`config.mk`:
```
export PLATFORM = sky130hd
export DESIGN_NAME = ps2_rx_ctrl
export DESIGN_NICKNAME = d
export VERILOG_FILES = /design/src/rtl/ps2_rx_ctrl.sv
export SDC_FILE = /design/constraint.sdc
export NUM_CORES = 1
export LEC_CHECK = 0
export BUFFER_PORTS_ARGS = -buffer_cell sky130_fd_sc_hd__buf_2
export CAP_MARGIN = 20
export CORE_MARGIN = 2
export CORE_UTILIZATION = 55
export DETAILED_ROUTE_END_ITERATION = 8
export GPL_ROUTABILITY_DRIVEN = 0
export PLACE_DENSITY = 0.75
export SLEW_MARGIN = 20
export SYNTH_ARGS = -nofsm -noshare
export SYNTH_HDL_FRONTEND = slang
export SYNTH_SLANG_ARGS = --single-unit
export TNS_END_PERCENT = 10
```
`constraint.sdc`:
```
create_clock -name clock -period 2.42 [get_ports clock]
set_input_delay 0.363 -clock clock [delete_from_list [all_inputs] [get_ports clock]]
set_output_delay 0.363 -clock clock [all_outputs]
set_load 0.005 [all_outputs]
```
`src/rtl/ps2_rx_ctrl.sv`:
```
`default_nettype none
// ============================================================================
//  Module      : ps2_rx_ctrl
//  Description : PS/2 device-to-host receive controller. Synchronises and
//                deglitches the raw PS/2 lines, frames 11-bit packets
//                (start, 8 data LSB-first, odd parity, stop), buffers good
//                scancodes in a first-word-fall-through FIFO and reports
//                parity, framing/timeout and overflow errors as sticky flags.
//  Revision    : 1.0 - initial release
// ============================================================================
module ps2_rx_ctrl #(
    parameter int FIFO_DEPTH = 8,       // scancode FIFO entries, power of 2, >= 2
    parameter int FILT_LEN   = 4,       // equal samples required to accept a ps2_clk level
    parameter int TIMEOUT    = 25000    // max cycles between clock falls inside a frame
) (
    input  logic       clock,
    input  logic       reset,
    input  logic       ps2_clk,
    input  logic       ps2_dat,
    output logic       rd_valid,
    output logic [7:0] rd_data,
    input  logic       rd_ready,
    input  logic       clr_err,
    output logic       parity_err,
    output logic       frame_err,
    output logic       overflow
);

    // ------------------------------------------------------------------------
    // Derived widths and constants
    // ------------------------------------------------------------------------
    localparam int PW = $clog2(FIFO_DEPTH);        // FIFO pointer width
    localparam int CW = PW + 1;                    // FIFO occupancy width
    localparam int FW = $clog2(FILT_LEN + 1);      // glitch filter counter width
    localparam int TW = $clog2(TIMEOUT + 1);       // inter-bit timeout counter width

    localparam logic [FW-1:0] c_FILT_MAX  = FW'(FILT_LEN - 1);
    localparam logic [TW-1:0] c_TMO_LIMIT = TW'(TIMEOUT);
    localparam logic [CW-1:0] c_FIFO_FULL = CW'(FIFO_DEPTH);

    // ------------------------------------------------------------------------
    // Frame FSM encoding
    // ------------------------------------------------------------------------
    typedef enum logic [1:0] {
        S_IDLE   = 2'd0,
        S_DATA   = 2'd1,
        S_PARITY = 2'd2,
        S_STOP   = 2'd3
    } state_t;

    // ------------------------------------------------------------------------
    // Signal declarations
    // ------------------------------------------------------------------------
    logic          r_clk_s1;
    logic          r_clk_s2;
    logic          r_dat_s1;
    logic          r_dat_s2;
    logic          r_filt_clk;
    logic [FW-1:0] r_filt_cnt;
    logic          w_fall;
    logic          w_dat;

    state_t        r_state;
    state_t        w_state_nxt;
    logic [2:0]    r_bitcnt;
    logic [2:0]    w_bitcnt_nxt;
    logic [7:0]    r_shreg;
    logic [7:0]    w_shreg_nxt;
    logic          r_par_ok;
    logic          w_par_ok_nxt;
    logic [TW-1:0] r_tmo;
    logic          w_timeout;

    logic          w_push_req;
    logic          w_set_par;
    logic          w_set_frm;

    logic [7:0]    r_mem [FIFO_DEPTH];
    logic [PW-1:0] r_wr_ptr;
    logic [PW-1:0] r_rd_ptr;
    logic [CW-1:0] r_count;
    logic          w_full;
    logic          w_pop;
    logic          w_push;
    logic          w_set_ovf;

    logic          r_par_err;
    logic          r_frm_err;
    logic          r_ovf;

    // ------------------------------------------------------------------------
    // Two-flop synchronisers; lines idle high so reset to 1
    // ------------------------------------------------------------------------
    always_ff @(posedge clock or posedge reset) begin
        if (reset) begin
            r_clk_s1 <= 1'b1;
            r_clk_s2 <= 1'b1;
            r_dat_s1 <= 1'b1;
            r_dat_s2 <= 1'b1;
        end else begin
            r_clk_s1 <= ps2_clk;
            r_clk_s2 <= r_clk_s1;
            r_dat_s1 <= ps2_dat;
            r_dat_s2 <= r_dat_s1;
        end
    end

    // ------------------------------------------------------------------------
    // Glitch filter: accept a new ps2_clk level after FILT_LEN consecutive
    // samples that disagree with the current filtered level
    // ------------------------------------------------------------------------
    always_ff @(posedge clock or posedge reset) begin
        if (reset) begin
            r_filt_clk <= 1'b1;
            r_filt_cnt <= '0;
        end else if (r_clk_s2 != r_filt_clk) begin
            if (r_filt_cnt == c_FILT_MAX) begin
                r_filt_clk <= r_clk_s2;
                r_filt_cnt <= '0;
            end else begin
                r_filt_cnt <= r_filt_cnt + FW'(1);
            end
        end else begin
            r_filt_cnt <= '0;
        end
    end

    // The fall strobe is the cycle in which the filtered clock flips 1->0;
    // the synchronised data line is sampled in that same cycle.
    assign w_fall = r_filt_clk && !r_clk_s2 && (r_filt_cnt == c_FILT_MAX);
    assign w_dat  = r_dat_s2;

    // Abort a frame once TIMEOUT cycles have passed since the last fall
    assign w_timeout = (r_state != S_IDLE) && (r_tmo == c_TMO_LIMIT);

    // ------------------------------------------------------------------------
    // Inter-bit timeout counter: held at zero while idle, restarted by a fall
    // ------------------------------------------------------------------------
    always_ff @(posedge clock or posedge reset) begin
        if (reset) begin
            r_tmo <= '0;
        end else if ((r_state == S_IDLE) || w_fall) begin
            r_tmo <= '0;
        end else if (!w_timeout) begin
            r_tmo <= r_tmo + TW'(1);
        end
    end

    // ------------------------------------------------------------------------
    // Frame FSM state and shift register
    // ------------------------------------------------------------------------
    always_ff @(posedge clock or posedge reset) begin
        if (reset) begin
            r_state  <= S_IDLE;
            r_bitcnt <= '0;
            r_shreg  <= '0;
            r_par_ok <= 1'b0;
        end else begin
            r_state  <= w_state_nxt;
            r_bitcnt <= w_bitcnt_nxt;
            r_shreg  <= w_shreg_nxt;
            r_par_ok <= w_par_ok_nxt;
        end
    end

    // ------------------------------------------------------------------------
    // Frame FSM next state, data capture and event strobes
    // ------------------------------------------------------------------------
    always_comb begin
        w_state_nxt  = r_state;
        w_bitcnt_nxt = r_bitcnt;
        w_shreg_nxt  = r_shreg;
        w_par_ok_nxt = r_par_ok;
        w_push_req   = 1'b0;
        w_set_par    = 1'b0;
        w_set_frm    = 1'b0;

        if (w_fall) begin
            case (r_state)
                S_IDLE: begin
                    // A fall with data high is a spurious edge, not a start bit
                    if (!w_dat) begin
                        w_state_nxt  = S_DATA;
                        w_bitcnt_nxt = '0;
                    end
                end
                S_DATA: begin
                    w_shreg_nxt[r_bitcnt] = w_dat;
                    if (r_bitcnt == 3'd7) begin
                        w_state_nxt = S_PARITY;
                    end else begin
                        w_bitcnt_nxt = r_bitcnt + 3'd1;
                    end
                end
                S_PARITY: begin
                    // Odd parity: data plus parity bit must hold an odd count of ones
                    w_par_ok_nxt = ^{r_shreg, w_dat};
                    w_state_nxt  = S_STOP;
                end
                S_STOP: begin
                    if (w_dat) begin
                        if (r_par_ok) begin
                            w_push_req = 1'b1;
                        end else begin
                            w_set_par = 1'b1;
                        end
                    end else begin
                        w_set_frm = 1'b1;
                        if (!r_par_ok) begin
                            w_set_par = 1'b1;
                        end
                    end
                    w_state_nxt = S_IDLE;
                end
                default: begin
                    w_state_nxt = S_IDLE;
                end
            endcase
        end else if (w_timeout) begin
            // Partial byte is simply abandoned; the shift register is reloaded next frame
            w_state_nxt = S_IDLE;
            w_set_frm   = 1'b1;
        end
    end

    // ------------------------------------------------------------------------
    // FIFO control: a push into a full FIFO only succeeds if a pop frees a slot
    // in the same cycle; otherwise the byte is dropped and overflow is flagged
    // ------------------------------------------------------------------------
    assign w_full    = (r_count == c_FIFO_FULL);
    assign w_pop     = rd_valid && rd_ready;
    assign w_push    = w_push_req && (!w_full || w_pop);
    assign w_set_ovf = w_push_req && w_full && !w_pop;

    // FIFO storage, written without reset (contents are don't-care when empty)
    always_ff @(posedge clock) begin
        if (w_push) begin
            r_mem[r_wr_ptr] <= w_shreg_nxt;
        end
    end

    // FIFO pointers and occupancy; pointers wrap naturally at the power-of-2 depth
    always_ff @(posedge clock or posedge reset) begin
        if (reset) begin
            r_wr_ptr <= '0;
            r_rd_ptr <= '0;
            r_count  <= '0;
        end else begin
            if (w_push) begin
                r_wr_ptr <= r_wr_ptr + PW'(1);
            end
            if (w_pop) begin
                r_rd_ptr <= r_rd_ptr + PW'(1);
            end
            case ({w_push, w_pop})
                2'b10:   r_count <= r_count + CW'(1);
                2'b01:   r_count <= r_count - CW'(1);
                default: r_count <= r_count;
            endcase
        end
    end

    // ------------------------------------------------------------------------
    // Sticky error flags; a set event outranks a simultaneous clear
    // ------------------------------------------------------------------------
    always_ff @(posedge clock or posedge reset) begin
        if (reset) begin
            r_par_err <= 1'b0;
            r_frm_err <= 1'b0;
            r_ovf     <= 1'b0;
        end else begin
            if (w_set_par) begin
                r_par_err <= 1'b1;
            end else if (clr_err) begin
                r_par_err <= 1'b0;
            end
            if (w_set_frm) begin
                r_frm_err <= 1'b1;
            end else if (clr_err) begin
                r_frm_err <= 1'b0;
            end
            if (w_set_ovf) begin
                r_ovf <= 1'b1;
            end else if (clr_err) begin
                r_ovf <= 1'b0;
            end
        end
    end

    // ------------------------------------------------------------------------
    // Outputs
    // ------------------------------------------------------------------------
    assign rd_valid   = (r_count != '0);
    assign rd_data    = r_mem[r_rd_ptr];
    assign parity_err = r_par_err;
    assign frame_err  = r_frm_err;
    assign overflow   = r_ovf;

endmodule
`default_nettype wire

```
# Yosys cells after proc, flatten, opt, wreduce, memory -nomap -nowiden
# Memories as Yosys holds them, arrays and structs flattened.
# Cells that the tools add are included.
# Widths: inputs -> output; s select.
[totals] regBits=50 ram_bits=64 in_bits=6 out_inout_bits=12 elab_cells=104 memories=1
[memory_table] memory="r_mem" depth=8 width=8 rd=1 rd_ports_with_merged_regs=0 wr=1 line_no="78" source="logic [7:0] r_mem [FIFO_DEPTH];"
[classes] add_sub_neg=7 magnitude_cmp=2 eq_ne=15 n_mux=35 reduce_logical=27
[op_table] operator="$mux 15" count=2
[op_table] operator="$mux 1" count=18
[op_table] operator="$mux 8" count=2
[op_table] operator="$add 15x1->15 const B" count=1
[op_table] operator="$eq 15x15->1 const B" count=1
[op_table] operator="$reduce_bool 2->1" count=7
[op_table] operator="$add 3x1->3 const B" count=4
[op_table] operator="$mux 3" count=4
[op_table] operator="$reduce_xor 9->1" count=1
[op_table] operator="$bwmux 8" count=1
[op_table] operator="$logic_and 1x1->1" count=8
[op_table] operator="$mux 2" count=4
[op_table] operator="$pmux 2 s4" count=1
[op_table] operator="$pmux 4 s2" count=1
[op_table] operator="$eq 2x2->1 const B" count=3
[op_table] operator="$ne 3x3->1 const B" count=2
[op_table] operator="$pmux 3 s2" count=1
[op_table] operator="$add 4x1->4 const B" count=1
[op_table] operator="$eq 2x1->1 const B" count=2
[op_table] operator="$eq 4x4->1 const B" count=1
[op_table] operator="$lt 3x4->1 const B" count=1
[op_table] operator="$ne 2x2->1 const B" count=2
[op_table] operator="$reduce_and 2->1" count=2
[op_table] operator="$reduce_and 4->1" count=1
[op_table] operator="12 further kinds" count=15

# Depth between registers and ports, before layout
# Gate-level depths: netlist of run 1.
[logic_depth] ltp_word=7 depth_mapped=9 mapped_depth_nobuf=9

# Worst setup path after synthesis of run 1
# OpenSTA, ideal clock, no wires.
[synth_path] path_type="reg-to-reg" start="reg r_filt_clk" end="mem r_mem[0][0] (enable)" setup_time_ps=383 arrival_ps=1900 required_ps=2037 path_slack_ps=137 stages_incl_launch_ff=6 path_buffers=0 synth_period_minus_slack_ps=2283 path_cell_list="dfstp_2 ha_1 nand3b_1 a211oi_2 nand2b_1 nor3_1"
[synth_via] elab_chain_len=6
[synth_rtl] item="start: declaration" line_no="58" source="logic r_filt_clk;"
[synth_rtl] item="start signal: assignment" line_no="118" source="r_filt_clk <= r_clk_s2;"
[synth_rtl] item="$logic_and 1x1->1 (2 in a row)" line_no="130" source="assign w_fall = r_filt_clk && !r_clk_s2 && (r_filt_cnt == c_FILT_MAX);"
[synth_rtl] item="$mux 1" line_no="178" source="if (w_fall) begin"
[synth_rtl] item="$logic_and 1x1->1" line_no="232" source="assign w_push = w_push_req && (!w_full || w_pop);"
[synth_rtl] item="$mux 1" line_no="237" source="if (w_push) begin"
[synth_rtl] item="$mux 1 (implied by the code)" line_no="238" source="r_mem[r_wr_ptr] <= w_shreg_nxt;"
[synth_rtl] item="end: declaration" line_no="78"
# No other way between the ends.

# Final worst setup path of run 1
[layout_path] start="reg r_rd_ptr[0]" end="out rd_data[4]"
[layout_via] elab_chain_len=1
[layout_rtl] item="start: declaration" line_no="80" source="logic [PW-1:0] r_rd_ptr;"
[layout_rtl] item="start signal: assignment" line_no="253" source="r_rd_ptr <= r_rd_ptr + PW'(1);"
[layout_rtl] item="$mem_v2 8x8"
[layout_rtl] item="end: declaration" line_no="21" source="output logic [7:0] rd_data,"
# No other way between the ends.

==> flow_summary.ini, run 1 <==
[run_status]
status = finished, final reports clean

[grt]
grt_max_degree = 51
grt_use_total = 0.2002
grt_pass1_wl_um = 14870
first_global_vias = 2956
antenna_found_initial = 0
grt-ovfl-total = 0

[die]
die_y_um = 99.31
start_util = 0.5701
die_w_um = 99.31
die_area_um2 = 9862
core_area_um2 = 8763
io_pins = 18
rows = 34

[critical_path]
reg2reg_slack_ns = 0.26
cp_max_fo = 17
cp_slowest_stage_delay_ns = 0.56
cp_cell_sequence = buf_12 > mux4_2 > mux2_4 > buf_2
r2r_cells = 9
end_kind = primary output
startpoint_type = register
worstReg2RegStart = r_clk_s2$_DFF_PP1_
criticalPathCategory = register to primary output
r2r_end = r_count[2]$_DFFE_PP0P_
cp.required_ns = 2.06
critical_path_arrival_ns = 2.04
worst_path_max_delay_cell = mux4_2

[routing]
drc = 0
vias = 2881
dr.pass1.iters = 5
wire_per_inst_um = 17.63
wl_um = 8991
first_iter_violations = 120
ant_nets = 0
vias_per_cell = 5.649

[timing]
min_period_over_period = 0.9940
setup_viol_count_final = 0
rsz0062_at_grt = true
slew_viol_final = 0
fin_setup_tns_ns = 0
fin_crit_ns = 2.405
skew_ns = 0.01157
hold_viol_final = 0
tightest_slew_ns = 0.6324
maxSlewHeadroom = 0.5784
fmax_ghz = 0.4157

[pwr]
p_seq_frac = 0.396
clkPwrFrac = 0.421
peakVddDrop_uv = 457.4
power_density_nw_per_um2 = 993.7
power.share.combinational = 0.183
leakage_nw = 2.279
switching_power_mw = 1.520
p_int_mw = 4.377
power.total_mw = 5.897
switching_share = 0.2578

[cells_and_area]
multi_input_area_um2 = 1718
syn_to_final_growth_pct = 18.78
seq_area_um2 = 3181
final_cell_area_um2 = 5934
fillers = 594
drive_gt1_frac = 0.2811
antenna_cells = 0
num-nets-final = 408
final_cells = 510

[logic_synthesis]
post-synth-top-count-cell = edfxtp_1
syn_area_per_cell_um2 = 14.48
synth_area_leaders = edfxtp_1 38%, dfrtp_1 23%, mux4_2 7.2%
netlist_top_cells_count = 64 x edfxtp_1, 45 x dfrtp_1, 25 x nand2_1
syn_nets = 364
synth_top_area_share = 0.3847
yosysWarnings = 0
yosys_most_used_dff = edfxtp_1
syn_inst = 345
async_reset_ff_frac = 0.4386
syn_area_um2 = 4996
ys_ff_latch = 114
post-synth-top-area-cell = edfxtp_1
yosysUniqueCellTypes = 47
ys_seq_area_frac = 0.6364
synth-edff-count = 64

[placed_design]
dp_cells = 475
placed_cell_area_um2 = 5303
dp_hpwl_um = 5555
port_buffers = 17

[clocking]
cts_buffer_depth = 2
numCtsBuffers = 17
cts_tree = yes
clock-sinks = 114
insertion_delay_ns = 0.51
cts_root_buf = clkbuf_8
htree_levels = 4
clkTransAtPathRegs_ns = 0.06

[hold_path]
hold_path.class = input pin to async pin

[job]
cap_violations = 0
-- layout by cell type, fill, tap and decap left out, types with 2 or more instances in the layout --
master	Yosys	routed
a21oi_1	4	4
a32o_1	2	2
and3_1	2	2
buf_2	4	17
buf_4	1	17
bufinv_16	0	3
clkbuf_16	0	16
clkinv_4	0	4
clkinvlp_4	0	3
dfrtp_1	45	44
dfstp_2	5	5
dlygate4sd3_1	0	2
edfxtp_1	64	64
ha_1	13	13
inv_1	13	12
inv_6	0	2
mux2_2	19	18
mux4_2	16	16
nand2_1	25	25
nand2b_1	8	8
nand3_1	9	9
nand3b_1	4	4
nand4_1	3	3
nand4bb_1	2	2
nor2_1	22	22
nor2b_1	3	3
nor3_1	10	10
nor3b_1	4	4
nor4_1	4	4
o21ai_0	11	11
o22ai_1	2	2
or3_1	3	3
xnor2_1	17	17
xor2_1	6	6
-- cells by family (layout without fill, tap and decap cells) --
kind of cell	Yosys count	in the layout	share of synthesized area
buffers and inverters	25	82	0.02054
flip-flops	114	114	0.6364
AO/OA/AOI/OAI	30	30	0.04208
XOR/XNOR	24	24	0.04483
multiplexers	35	35	0.1150
adder cells (fa/ha/maj)	13	13	0.03256
AND/OR/NAND/NOR	104	104	0.1087
-- how the worst max path moves through the flow --
| stage | startpoint | end | slack [ns] |
|---|---|---|---|
| finish | r_rd_ptr[0]$_DFFE_PP0P_ | rd_data[4] | 0.01 |
| global route | r_rd_ptr[0]$_DFFE_PP0P_ | rd_data[4] | -0.05 |
| CTS | r_rd_ptr[0]$_DFFE_PP0P_ | rd_data[4] | 0.007 |
| detailed placement | r_clk_s2$_DFF_PP1_ | r_count[2]$_DFFE_PP0P_ | 0.33 |
| global placement | r_clk_s2$_DFF_PP1_ | r_count[1]$_DFFE_PP0P_ | 0.37 |
| floorplan | r_filt_clk$_DFFE_PP1P_ | r_mem[0][0]$_DFFE_PP_ | 0.14 |
-- critical path, delay by kind of cell, from the launching register on --
family,cells,cell delay [ns]
buffers and inverters,2,0.31
DFF,1,0.37
muxes,2,0.84
-- per-layer routing --
metal,vias up,track usage,wire length (um)
li1,1369,-,-
met4,0,0.08430,94
met2,65,0.3295,4557
met3,9,0.05622,459
met5,-,0,0
met1,1438,0.2516,3880
-- power groups by stage --
stage	combinational, mW	sequential [mW]	clock, mW
after floorplan	0.887	2.24	0
after global placement	1.04	2.36	0
after CTS	1.08	2.34	2.53
after global routing	1.19	2.35	2.60
final	1.08	2.34	2.48
after detailed placement	1.06	2.37	0
-- what timing repair did --
action                     CTS  global route
buffers inserted             0             1
hold endpoints to repair     2             0
setup endpoints to repair    8             8
gates resized for setup      1             1
hold buffers                 2             0
-- cell type report --
| cell class | count | share of cell area |
|---|---|---|
| clock buffers | 18 | 0.07042 |
| clock inverters | 14 | 0.03057 |
| inverters | 13 | 0.008223 |
| multi-input cells | 206 | 0.2895 |
| flip-flops and latches | 114 | 0.5359 |
| well taps | 108 | 0.02277 |
| repair buffers | 37 | 0.04259 |
-- flip-flops by register name, indices dropped and copies added (netlist names), 2 cells and up --
register and flops:
r_shreg 8, r_wr_ptr 3, r_rd_ptr 3, r_tmo 15, r_count 4, r_filt_cnt 3, r_state 2, r_mem 64
r_bitcnt 3
-- metrics by stage --
| stage | setup WS, ns | utilization | hold WS, ns |
|---|---|---|---|
| detailed placement | 0.3283 | 0.6051 | 0.3488 |
| global placement | 0.3673 | 0.6051 | 0.3491 |
| finish | 0.01463 | 0.6772 | 0.01602 |
| CTS | 0.006587 | 0.6759 | 0.02500 |
| floorplan | 0.1367 | - | 0.3452 |
| global route | -0.05202 | 0.6772 | 0.08453 |
No activity file was read; power rests on OpenSTA's default activity.
==> run 2: changes to the inputs <==
- CELL_PAD_IN_SITES_DETAIL_PLACEMENT: default -> 2
- CELL_PAD_IN_SITES_GLOBAL_PLACEMENT: default -> 2
- CORE_UTILIZATION: 55 -> 40
- PLACE_DENSITY: 0.75 -> default
- PLACE_DENSITY_LB_ADDON: default -> 0.1
==> run 2 against run 1 <==
Setup slack better by 0.039 ns. Worst hold slack gained 0.031 ns. Via count up 1.5%. Fmax up 1.7%. First-iteration DRC count decreased by 1.7%. Critical endpoint is now rd_data[2]. Clock skew decreased by 0.0046 ns. Core utilization down 18 points. Flip-flop and latch count stayed put. Critical path depth is the same. Largest cell class unchanged.
==> flow_summary.ini, run 2 (synthesized netlist as in run 1, its figures left out) <==
[timing]
setup_viol_count_final = 0
min_period_over_period = 0.9776
skew_ns = 0.006940
hold_viol_final = 0
fmax_ghz = 0.4227
tightest_slew_ns = 0.6762
maxSlewHeadroom = 0.5492
slew_viol_final = 0
fin_crit_ns = 2.366

[cells_and_area]
antenna_cells = 0
top_regs = r_mem: 64 flops, r_tmo: 15 flops, r_shreg: 8 flops
layout_commonest_cell = edfxtp_1
multi_input_area_um2 = 1722
num-nets-final = 405
final_cell_area_um2 = 5983
top_register = r_mem
syn_to_final_growth_pct = 19.76
final_cell_mix = 64 x edfxtp_1, 43 x dfrtp_1, 25 x nand2_1
seq_area_um2 = 3182
largest_reg_flops = 64
fillers = 1182
drive_gt1_frac = 0.2732

[hold_path]
holdPathStages = 1
hold_end = r_clk_s1$_DFF_PP1_
min-delay-start = ps2_clk
hold_path.class = input pin to register

[run_status]
status = finished, final reports clean

[clocking]
clock-sinks = 114
htree_levels = 4
cts_buffer_depth = 2
insertion_delay_ns = 0.41
ctsHoldBuffers = 0
numCtsBuffers = 17
post_cts_buffers = 0
clkTransAtPathRegs_ns = 0.05
cts_tree = yes
cts_root_buf = clkbuf_16

[routing]
dr.pass1.iters = 4
wire_per_inst_um = 20.06
drc = 0
first_iter_violations = 118
ant_nets = 0
vias = 2924
vias_per_cell = 5.157
wl_um = 11370

[grt]
grt_max_degree = 51
grt-ovfl-total = 0
first_global_vias = 3311
antenna_found_initial = 0
grt_use_total = 0.1900
grt_pass1_wl_um = 18510

[pwr]
peakVddDrop_uv = 467.8
power_density_nw_per_um2 = 995.1
power.total_mw = 5.954
leakage_nw = 2.253

[critical_path]
critical_path_arrival_ns = 2.00
end_kind = primary output
startpoint_type = register
reg2reg_slack_ns = 0.26
worstReg2RegStart = r_filt_clk$_DFFE_PP1P_
r2r_end = r_mem[1][4]$_DFFE_PP_
criticalPathCategory = register to primary output
cp_max_fo = 8
r2r_cells = 6
cp.required_ns = 2.06

[die]
die_w_um = 115.8
die_area_um2 = 13400
rows = 40
start_util = 0.4125
core_area_um2 = 12110
io_pins = 18
die_y_um = 115.8

[placed_design]
dp_hpwl_um = 7456
port_buffers = 17
placed_cell_area_um2 = 5370

[job]
cap_violations = 0
run 2: metal layers:
metal	GRT usage	wire, um	vias up
li1	-	-	1361
met1	0.2417	5123	1502
met2	0.3181	5772	43
met3	0.04132	293	18
met4	0.07619	183	0
met5	0	0	-
run 2: what timing repair did:
action | 4_1_cts | 5_1_grt
setup endpoints to repair | 8 | 4
resized for setup | 1 | 2
cloned | 0 | 1
run 2: area by class of cell:
| type | instances | area share |
|---|---|---|
| timing repair buffer | 34 | 0.04057 |
| sequential | 114 | 0.5318 |
| clock buffer | 20 | 0.07298 |
| inverter | 13 | 0.008156 |
| multi-input combinational | 206 | 0.2877 |
| clock inverter | 12 | 0.02363 |
| tap | 168 | 0.03513 |
run 2: metrics by stage:
stage               utilization  TNS [ns]  cells  hold slack (ns)  setup slack, ns
global route             0.4940  -0.01162    567          0.03613         -0.01162
global placement         0.4434         0    534           0.3462           0.3478
detailed placement       0.4434         0    534           0.3472           0.2353
finish                   0.4940         0    567          0.04705          0.05412
floorplan                     -         0    345           0.3452           0.1367
CTS                      0.4912         0    566          0.02606          0.02585
run 2: worst max-delay path, cell delays in order (launching register included):
cell and delay [ns]:
dfrtp_2 0.47, buf_12 0.17, mux4_2 0.50, mux2_2 0.30
buf_2 0.14
run 2: how the worst max path moves through the flow:
stage	start	to	cells after the start
finish	r_rd_ptr[0]$_DFFE_PP0P_	rd_data[2]	4
global route	r_rd_ptr[0]$_DFFE_PP0P_	rd_data[2]	4
CTS	r_rd_ptr[0]$_DFFE_PP0P_	rd_data[2]	4
detailed placement	r_clk_s2$_DFF_PP1_	r_count[2]$_DFFE_PP0P_	9
global placement	r_clk_s2$_DFF_PP1_	r_count[1]$_DFFE_PP0P_	7
floorplan	r_filt_clk$_DFFE_PP1P_	r_mem[0][0]$_DFFE_PP_	5
run 2: power by group:
group | switching, mW | leakage [nW] | internal (mW)
clock network | 0.854 | 0.269 | 1.60
registers | 0.212 | 1.26 | 2.15
logic | 0.462 | 0.720 | 0.681
total | 1.53 | 2.25 | 4.43
